--- src/rtl/dsp_mem_arbiter.sv ---
// dsp_mem_arbiter: shares one single-port RAM between the SPI host path and the DSP read sweep.
// DSP has priority, a starvation guard forces host slots, and a tag pipe steers read returns.
module dsp_mem_arbiter #(
    parameter int WORD_WIDTH   = 36,
    parameter int ADDR_WIDTH   = 10,
    parameter int RD_LATENCY   = 2,
    parameter int STARVE_LIMIT = 8
) (
    input  logic                  clk,
    input  logic                  reset,
    input  logic                  host_req,
    input  logic                  host_we,
    input  logic [ADDR_WIDTH-1:0] host_addr,
    input  logic [WORD_WIDTH-1:0] host_wdata,
    output logic                  host_gnt,
    output logic                  host_rvalid,
    output logic [WORD_WIDTH-1:0] host_rdata,
    input  logic                  dsp_req,
    input  logic [ADDR_WIDTH-1:0] dsp_addr,
    output logic                  dsp_gnt,
    output logic                  dsp_rvalid,
    output logic [WORD_WIDTH-1:0] dsp_rdata,
    output logic [ADDR_WIDTH-1:0] mem_addr,
    output logic [WORD_WIDTH-1:0] mem_wdata,
    output logic                  mem_wren,
    input  logic [WORD_WIDTH-1:0] mem_q
);
    localparam logic [0:0] NORMAL     = 1'b0;
    localparam logic [0:0] FORCE_HOST = 1'b1;
    localparam logic [1:0] TAG_NONE   = 2'b00;
    localparam logic [1:0] TAG_HOST   = 2'b01;
    localparam logic [1:0] TAG_DSP    = 2'b10;

    logic [0:0]                 state;
    logic [7:0]                 starve_cnt;
    logic [ADDR_WIDTH-1:0]      addr_hold;
    logic [WORD_WIDTH-1:0]      wdata_hold;
    logic [RD_LATENCY-1:0][1:0] tag;
    logic [1:0]                 tag_in;

    // Grants are gated by reset so every output reads 0 while reset is held.
    always_comb begin
        host_gnt  = !reset && host_req && (state == FORCE_HOST || !dsp_req);
        dsp_gnt   = !reset && dsp_req && !host_gnt;
        mem_wren  = host_gnt && host_we;
        mem_addr  = host_gnt ? host_addr : dsp_gnt ? dsp_addr : addr_hold;
        mem_wdata = host_gnt ? host_wdata : wdata_hold;
        tag_in    = (host_gnt && !host_we) ? TAG_HOST : dsp_gnt ? TAG_DSP : TAG_NONE;
    end

    always_ff @(posedge clk or posedge reset) begin
        if (reset) begin
            state       <= NORMAL;
            starve_cnt  <= '0;
            addr_hold   <= '0;
            wdata_hold  <= '0;
            tag         <= '0;
            host_rvalid <= 1'b0;
            dsp_rvalid  <= 1'b0;
            host_rdata  <= '0;
            dsp_rdata   <= '0;
        end else begin
            addr_hold   <= mem_addr;
            wdata_hold  <= mem_wdata;
            starve_cnt  <= (host_req && !host_gnt) ? starve_cnt + {7'd0, starve_cnt != 8'hFF} : 8'd0;
            state       <= (state == NORMAL)
                         ? ((host_req && !host_gnt && starve_cnt >= 8'(STARVE_LIMIT)) ? FORCE_HOST : NORMAL)
                         : ((host_gnt || !host_req) ? NORMAL : FORCE_HOST);
            tag[0]      <= tag_in;
            for (int i = 1; i < RD_LATENCY; i++) tag[i] <= tag[i-1];
            host_rvalid <= tag[RD_LATENCY-1] == TAG_HOST;
            dsp_rvalid  <= tag[RD_LATENCY-1] == TAG_DSP;
            if (tag[RD_LATENCY-1] == TAG_HOST) host_rdata <= mem_q;
            if (tag[RD_LATENCY-1] == TAG_DSP) dsp_rdata <= mem_q;
        end
    end
endmodule

--- config.mk ---
export PLATFORM = sky130hd
export DESIGN_NAME = dsp_mem_arbiter
export DESIGN_NICKNAME = d
export VERILOG_FILES = /design/src/rtl/dsp_mem_arbiter.sv
export SDC_FILE = /design/constraint.sdc
export NUM_CORES = 1
export LEC_CHECK = 0
export BUFFER_PORTS_ARGS = -buffer_cell sky130_fd_sc_hd__buf_2
export CAP_MARGIN = 20
export CORE_ASPECT_RATIO = 1.25
export CORE_MARGIN = 10
export CORE_UTILIZATION = 50
export DETAILED_ROUTE_END_ITERATION = 7
export PLACE_DENSITY = 0.79
export SLEW_MARGIN = 40
export SYNTH_ARGS = -nofsm -noshare
export SYNTH_HDL_FRONTEND = slang
export SYNTH_SLANG_ARGS = --single-unit
--- constraint.sdc ---
create_clock -name clk -period 9.23 [get_ports clk]
set_input_delay 1.3845 -clock clk [delete_from_list [all_inputs] [get_ports clk]]
set_output_delay 1.3845 -clock clk [all_outputs]
set_load 0.005 [all_outputs]
Word level (Yosys, flattened, before mapping)
Cells that the tools add are included.
{"block": "op_classes", "eq_ne": 3, "mux": 9, "magnitude_cmp": 1, "add_sub_neg": 1, "n_reduce_logical": 15}
{"op": "36-bit 2-to-1 mux", "count": 1}
{"op": "10-bit 2-to-1 mux", "count": 2}
{"op": "8-bit by 1-bit adder with 8-bit output", "count": 1}
{"op": "8-bit by 4-bit greater-or-equal comparator with 1-bit output, second input constant", "count": 1}
{"op": "1-bit logical AND", "count": 8}
{"op": "8-bit 2-to-1 mux", "count": 1}
{"op": "8-bit != test, second input constant", "count": 1}
{"op": "1-bit logical NOT", "count": 5}
{"op": "2-bit 2-to-1 mux", "count": 2}
{"op": "1-bit 2-to-1 mux", "count": 3}
{"op": "2-bit by 1-bit equality test with 1-bit output, second input constant", "count": 1}
{"op": "2-bit equality test, second input constant", "count": 1}
{"op": "1-bit logical OR", "count": 2}
{"block": "totals", "elab_cells": 39, "ff_bits": 133, "in_bits": 97, "out_inout_bits": 123}

Depth between registers and ports, before layout
Gate-level depths: netlist (run 1).
{"block": "depth", "word_depth": 8, "ltp_mapped": 6, "ltp_nobuf": 6}

Least setup slack after synthesis (run 1)
Ideal clock, no wire load.
{"block": "synth_path", "kind": "input port to flip-flop", "startpoint": "in reset", "endpoint": "reg starve_cnt[1]", "path_slack_ns": 4.260, "t_arrival_ns": 4.840, "n_path_buf": 1, "cell_stages": 4, "setup_time_ns": 0.130, "t_required_ns": 9.100, "path_cell_list": "inv_1 > a21bo_2 > clkbuf_1 > nor2_1"}
{"block": "synth_via", "elab_chain_len": 6}
{"element": "from (decl)", "line_no": "10", "source": "input logic reset,"}
{"element": "1-bit logical NOT (no source line)"}
{"element": "1-bit logical AND (2 in a row)", "line_no": "43", "source": "host_gnt = !reset && host_req && (state == FORCE_HOST || !dsp_req);"}
{"element": "1-bit logical NOT", "line_no": "65", "source": "starve_cnt <= (host_req && !host_gnt) ? starve_cnt + {7'd0, starve_cnt != 8'hFF} : 8'd0;"}
{"element": "1-bit logical AND", "line_no": "65"}
{"element": "8-bit 2-to-1 mux", "line_no": "65"}
{"element": "to (signal assigned)", "line_no": "65"}
{"element": "to (decl)", "line_no": "35", "source": "logic [7:0] starve_cnt;"}
No other way between the ends.
A chain may end at the register's enable or synchronous reset.

Worst setup path in the final report (run 1)
{"block": "layout_path", "startpoint": "in host_req", "endpoint": "out mem_wdata[8]"}
{"block": "layout_via", "elab_chain_len": 3}
{"element": "from (decl)", "line_no": "11", "source": "input logic host_req,"}
{"element": "1-bit logical AND (2 in a row)", "line_no": "43"}
{"element": "36-bit 2-to-1 mux", "line_no": "47", "source": "mem_wdata = host_gnt ? host_wdata : wdata_hold;"}
{"element": "to (decl)", "line_no": "24", "source": "output logic [WORD_WIDTH-1:0] mem_wdata,"}
No other way between the ends.

==> results of run 1 <==
-- per-stage QoR --
| step | setup slack [ps] | total power (W) | cells | hold slack, ps |
|---|---|---|---|---|
| finish | 4860 | 0.00174 | 707 | 348 |
| global route | 4760 | 0.00182 | 707 | 372 |
| CTS | 4860 | 0.00176 | 707 | 351 |
| detailed placement | 4860 | 0.00105 | 675 | 337 |
| global placement | 4940 | 0.00103 | 674 | 335 |
| floorplan | 4260 | 0.000879 | 343 | 331 |
-- sequential cells by signal, indices dropped and copies added, names as in the netlist --
register and flops:
host_rvalid 1, dsp_rvalid 1, wdata_hold 36, addr_hold 10, starve_cnt 8, state 1, host_rdata 36, dsp_rdata 36
tag 4
-- where the power goes --
| group | total [W] | internal [W] | switching, W | leakage [nW] |
|---|---|---|---|---|
| clock network | 0.000710 | 0.000464 | 0.000246 | 0.305 |
| registers | 0.000731 | 0.000687 | 0.0000443 | 1.60 |
| logic | 0.000298 | 0.000168 | 0.000131 | 1.53 |
-- cells in the final DEF (no fill, tap or decap), types with 3 or more instances in the layout --
| cell | instances |
|---|---|
| buf_2 | 219 |
| dfrtp_1 | 133 |
| mux2_2 | 100 |
| clkbuf_16 | 17 |
| a21oi_1 | 13 |
| nor2_1 | 13 |
| nand3_1 | 11 |
| mux2_4 | 8 |
| o31ai_1 | 7 |
| o21ai_0 | 6 |
| clkinv_2 | 4 |
| bufinv_16 | 4 |
| inv_1 | 3 |
| nand4_1 | 3 |
| nand2_1 | 3 |
| or3_1 | 3 |
| mux2i_1 | 3 |
| clkinvlp_4 | 3 |
-- worst max-delay path: stages --
cell,delay (ps)
buf_2,130
nor2b_4,300
and2_4,600
mux2_2,420
buf_2,130
-- cells by family (layout without fill, tap and decap cells) --
family,Yosys count,in the layout,share of synthesized area [%]
multiplexers,111,111,24.6
flip-flops,133,133,64.1
XOR/XNOR,4,4,0.675
AO/OA/AOI/OAI,27,27,3.04
adder cells (fa/ha/maj),2,2,0.482
buffers and inverters,22,257,2.46
AND/OR/NAND/NOR,44,44,4.61
-- per-layer routing --
| metal | vias up | GRT usage, % | routed length [um] |
|---|---|---|---|
| met5 | - | 0 | 0 |
| met4 | 0 | 8.08 | 237 |
| met3 | 21 | 7.94 | 1310 |
| met2 | 166 | 30.3 | 6650 |
| met1 | 1723 | 18.8 | 5270 |
| li1 | 1648 | - | - |
-- area by class of cell --
type / instances / share of cell area (%)
clock buffer: 19 / 6.46
clock inverter: 13 / 2.57
inverter: 4 / 0.285
multi-input combinational: 188 / 24.9
sequential: 133 / 47.5
tap: 129 / 2.30
timing repair buffer: 221 / 16.0
-- final timing paths --
check                           startpoint             to  slack [ps]  cells after the start
worst max-delay path              host_req   mem_wdata[8]        4860                      5
worst min-delay path                tag[0]         tag[2]         350                      0
worst max register to register       state  wdata_hold[8]        7440                      3
max in group asynchronous            reset  dsp_rdata[28]        7140                      3
min in group asynchronous            reset  wdata_hold[4]        1090                      2
worst min register to register      tag[0]         tag[2]         350                      0
==> impl_metrics.csv, run 1 <==
group,metric,value,unit
place,port_buffers,219,
floorplanning,die_ar,14900,um^2
synthesis,synth_ff_type,"dfrtp_1",
cts,cts_tree,"yes",
setup_path,critPathMaxFanout,48,
sta,finalCriticalPeriod,4370,ps
cells_and_area,seq_area,3330,um^2
cells_and_area,n_fill_cell,745,
synthesis,synth_async_sr_flop_share,100,%
synthesis,yosysTopAreaCellShare,64.1,%
cts,post_cts_hold_buffer_count,0,
cts,cts.htree.levels,4,
drt,avgRoutedWirePerCell,19.1,um
cts,post_cts_resized,0,
drt,post_drt_via_cell_ratio,5.03,
sta,final.setup_skew,3.76,ps
sta,max-slew-margin-rel,59.3,%
drt,drt.antenna.violating_nets,0,
floorplanning,chipWidth,111,um
synthesis,count_leader_synth,"dfrtp_1",
run_status,status,"finished clean",
sta,grt_setup_unrepaired,"false",
pwr,power_per_cell_area,248,nW/um^2
cts,clock_insertion_delay_worst_skew,410,ps
synthesis,syn-instance-count,343,
synthesis,synth.avg_cell_area,15.1,um^2
sta,final_clock_period_utilization_by_the_worst_path,47.3,%
synthesis,yosysTopAreaCell,"dfrtp_1",
drt,drc,0,
cts,cts_root_buffer,"clkbuf_16",
floorplanning,core_region_area,10100,um^2
grt,grt_start_max_net_pins,69,
synthesis,count_of_flip_flops_with_a_built_in_enable_after_synthesis,0,
synthesis,synth_top_cells_by_count,"dfrtp_1, mux2_2, a21oi_1, nor2_1, nand3_1",
cts,clock_transition_at_the_register_clock_pins_on_the_worst_setup_and_hold_paths_after_cts,50,ps
grt,vias_in_the_first_global_route,4135,
floorplanning,num_io_pins,220,
floorplanning,floorplan.initialDensity,51.3,%
grt,wire_length_of_the_first_global_routing_pass,21300,um
sta,setup_viol_count_final,0,
cells_and_area,antenna_cells_inserted,0,
cts,cts.sinks,133,
pwr,power.static_leakage,3.44,nW
floorplanning,die_height,134,um
sta,tightestPinTransition,611,ps
floorplanning,count_of_standard_cell_rows,41,
drt,route.vias.total,3558,
grt,antenna_found_initial,0,
setup_path,start_kind,"input pin",
synthesis,mappedNetlistArea,5190,um^2
cts,postCtsSetupBuffers,0,
sta,timing.final.hold_violations,0,
cells_and_area,multiInputGateArea,1750,um^2
cts,cts_buffers,17,
place,place_area,6370,um^2
sta,sum_of_negative_setup_slack,0,ps
sta,finalMaxSlewViolations,0,
cells_and_area,fraction_of_layout_instances_using_a_drive_strength_above_1,63.8,%
synthesis,netlist-cell-type-count,30,
setup_path,critPathRequiredTime,7850,ps
synthesis,synth.yosys.seq_area_share,64.1,%
drt,drt_first_iter_violations,147,
place,final_gp_congestion,0.860,
grt,groute.usage.overall,17.9,%
flow_run,cap_viol_max_count,0,
cells_and_area,layout.nets,664,
drt,detail_route.first_pass.iterations,4,
cells_and_area,finalCoreUtilization,69.4,%
synthesis,yosys_warnings,0,
min_path,min-delay-path-class,"flop to flop",
synthesis,yosys_register_bits,133,
sta,max_freq,229,MHz
setup_path,setup.worst_path.end_class,"output pin",
drt,total_wire_length,13500,um
cells_and_area,stdcell_area,7010,um^2
pwr,max-vdd-ir-drop,0.000161,V
setup_path,arrival,2990,ps
synthesis,post_synth_main_area_contributors,"dfrtp_1, mux2_2, mux2_4",
place,place.detailed.hpwl,9970,um
synthesis,mappedNetlistNets,442,
cells_and_area,syn2layout_area_growth,35.2,%
cts,cts_max_path_buffers,2,
setup_path,worstSetupPathType,"input pin to output pin",
grt,globalRoute.totalOverflow,0,
No activity file was read; power rests on OpenSTA's default activity.
==> run 2: changes to the inputs <==
--- a/config.mk
+++ b/config.mk
@@ -9,9 +9,9 @@
 export CAP_MARGIN = 20
 export CORE_ASPECT_RATIO = 1.25
 export CORE_MARGIN = 10
-export CORE_UTILIZATION = 50
+export CORE_UTILIZATION = 48
 export DETAILED_ROUTE_END_ITERATION = 7
-export PLACE_DENSITY = 0.79
+export PLACE_DENSITY = 0.76
 export SLEW_MARGIN = 40
 export SYNTH_ARGS = -nofsm -noshare
 export SYNTH_HDL_FRONTEND = slang
==> constraint.sdc (replaced) <==
create_clock -name clk -period 4.15 [get_ports clk]
set_input_delay 0.6225 -clock clk [delete_from_list [all_inputs] [get_ports clk]]
set_output_delay 0.6225 -clock clk [all_outputs]
set_load 0.005 [all_outputs]
==> run 2 against run 1 <==
Net effect: non-clock buffer count grew 2; sequential cell count did not move; wire length decreased by 2.6%; clock skew is 0.98 ps higher; hold slack lost 100 ps; sequential power increased by 120%; critical path type unchanged; worst setup slack worse by 3600 ps; sequential share of layout area down 0.49 points; critical path depth did not move; first-iteration DRC count is 20% lower; highest routed layer unchanged; design area increased by 1.0%; combinational power rose by 120%.
==> impl_metrics.csv, run 2 (synthesis results as in run 1) <==
group,metric,value,unit
run_status,status,"finished clean",
cts,cts_root_buffer,"clkbuf_16",
floorplanning,num_io_pins,220,
cells_and_area,n_fill_cell,764,
drt,route.vias.total,3646,
setup_path,worstReg2RegEnd,"wdata_hold[16]",
pwr,power.static_leakage,3.46,nW
sta,sum_of_negative_setup_slack,0,ps
sta,final.setup_skew,4.74,ps
cells_and_area,fraction_of_layout_instances_using_a_drive_strength_above_1,63.8,%
cts,clock_insertion_delay_worst_skew,400,ps
floorplanning,die_height,136,um
drt,drt_first_iter_violations,117,
setup_path,setup.worst_path.end_class,"output pin",
drt,avgRoutedWirePerCell,18.4,um
setup_path,critPathMaxFanout,48,
cells_and_area,syn2layout_area_growth,36.6,%
setup_path,critical_path.reg2reg.startpoint,"state",
cts,post_cts_resized,0,
grt,vias_in_the_first_global_route,4037,
sta,finalMaxSlewViolations,0,
cells_and_area,final_common_cell,"buf_2",
place,dp_slack,1310,ps
cts,clock_transition_at_the_register_clock_pins_on_the_worst_setup_and_hold_paths_after_cts,60,ps
drt,total_wire_length,13100,um
sta,max_freq,349,MHz
flow_run,cap_viol_max_count,0,
cells_and_area,seq_area,3330,um^2
place,port_buffers,219,
setup_path,arrival,2240,ps
grt,globalRoute.totalOverflow,0,
cells_and_area,reg_top3,"dsp_rdata x36, host_rdata x36, wdata_hold x36",
cts,cts_buffers,17,
floorplanning,count_of_standard_cell_rows,42,
cts,post_cts_hold_buffer_count,0,
cells_and_area,layout.nets,666,
cells_and_area,commonest_cells_after_routing_fill_and_taps_aside,"buf_2, dfrtp_1, mux2_2, clkbuf_16",
floorplanning,die_ar,15400,um^2
grt,groute.usage.overall,17.0,%
setup_path,start_kind,"input pin",
drt,drt.antenna.violating_nets,0,
setup_path,worstSetupPathType,"input pin to output pin",
setup_path,critPathRequiredTime,3530,ps
pwr,max-vdd-ir-drop,0.000341,V
sta,grt_setup_unrepaired,"false",
cts,cts.sinks,133,
sta,max-slew-margin-rel,57.5,%
sta,tightestPinTransition,638,ps
sta,setup_viol_count_final,0,
grt,wire_length_of_the_first_global_routing_pass,21000,um
sta,finalCriticalPeriod,2870,ps
setup_path,r2r_cells,3,
place,final_gp_congestion,0.844,
cells_and_area,antenna_cells_inserted,0,
drt,detail_route.first_pass.iterations,4,
place,place.detailed.hpwl,10000,um
cells_and_area,multiInputGateArea,1750,um^2
cts,cts_max_path_buffers,2,
grt,grt_start_max_net_pins,67,
setup_path,timing.reg2reg.setup_slack,2340,ps
cts,postCtsSetupBuffers,0,
floorplanning,chipWidth,113,um
floorplanning,floorplan.initialDensity,49.1,%
sta,final_clock_period_utilization_by_the_worst_path,69.1,%
cts,cts_tree,"yes",
floorplanning,core_region_area,10600,um^2
drt,drc,0,
sta,timing.final.hold_violations,0,
sta,setup_slack,1280,ps
cts,cts.htree.levels,4,
grt,antenna_found_initial,0,
drt,post_drt_via_cell_ratio,5.12,
pwr,power_per_cell_area,558,nW/um^2
min_path,min-delay-path-class,"input pin to asynchronous set/reset pin",
run 2: cell type report:
| cell class | instances | area share, % |
|---|---|---|
| multi-input combinational | 188 | 24.7 |
| timing repair buffer | 223 | 16.4 |
| tap | 132 | 2.33 |
| inverter | 4 | 0.265 |
| clock buffer | 21 | 6.64 |
| sequential | 133 | 47.0 |
| clock inverter | 11 | 2.77 |
run 2: how the worst max path moves through the flow:
stage	from	end	slack [ps]	cells past startpoint
floorplan	reset	starve_cnt[5]	800	4
global placement	host_req	mem_wdata[15]	1380	5
detailed placement	host_req	mem_wdata[16]	1310	5
CTS	host_req	mem_wdata[16]	1310	5
global route	host_req	mem_wdata[16]	1160	5
finish	host_req	mem_wdata[11]	1280	5
run 2: metrics by stage:
stage / instance area, um^2 / cells / hold slack, ps / util (%) / total power, W
6_report: 7090 / 712 / 244 / 67.1 / 0.00395
5_1_grt: 7090 / 712 / 244 / 67.1 / 0.00414
4_1_cts: 7090 / 712 / 230 / 67.1 / 0.00400
3_5_place_dp: 6420 / 680 / 348 / 60.8 / 0.00233
3_3_place_gp: 6380 / 678 / 337 / 60.4 / 0.00229
2_1_floorplan: 5190 / 343 / 331 / - / 0.00196
run 2: report_power, final:
part / internal, W / switching [W]
clock: 0.00112 / 0.000541
combinational: 0.000376 / 0.000289
sequential: 0.00153 / 0.000100
total: 0.00302 / 0.000930
run 2: routing by layer:
| layer | part of all wire [%] | track usage, % | wire length, um |
|---|---|---|---|
| met1 | 41 | 20.1 | 5360 |
| met2 | 48 | 26.9 | 6320 |
| met3 | 9.5 | 6.83 | 1240 |
| met4 | 1.5 | 6.92 | 197 |
| met5 | 0 | 0 | 0 |
run 2: critical path: stages:
cell and delay (ps):
buf_2 130, nor2b_4 290, and2_4 610, mux2_2 420
buf_2 130
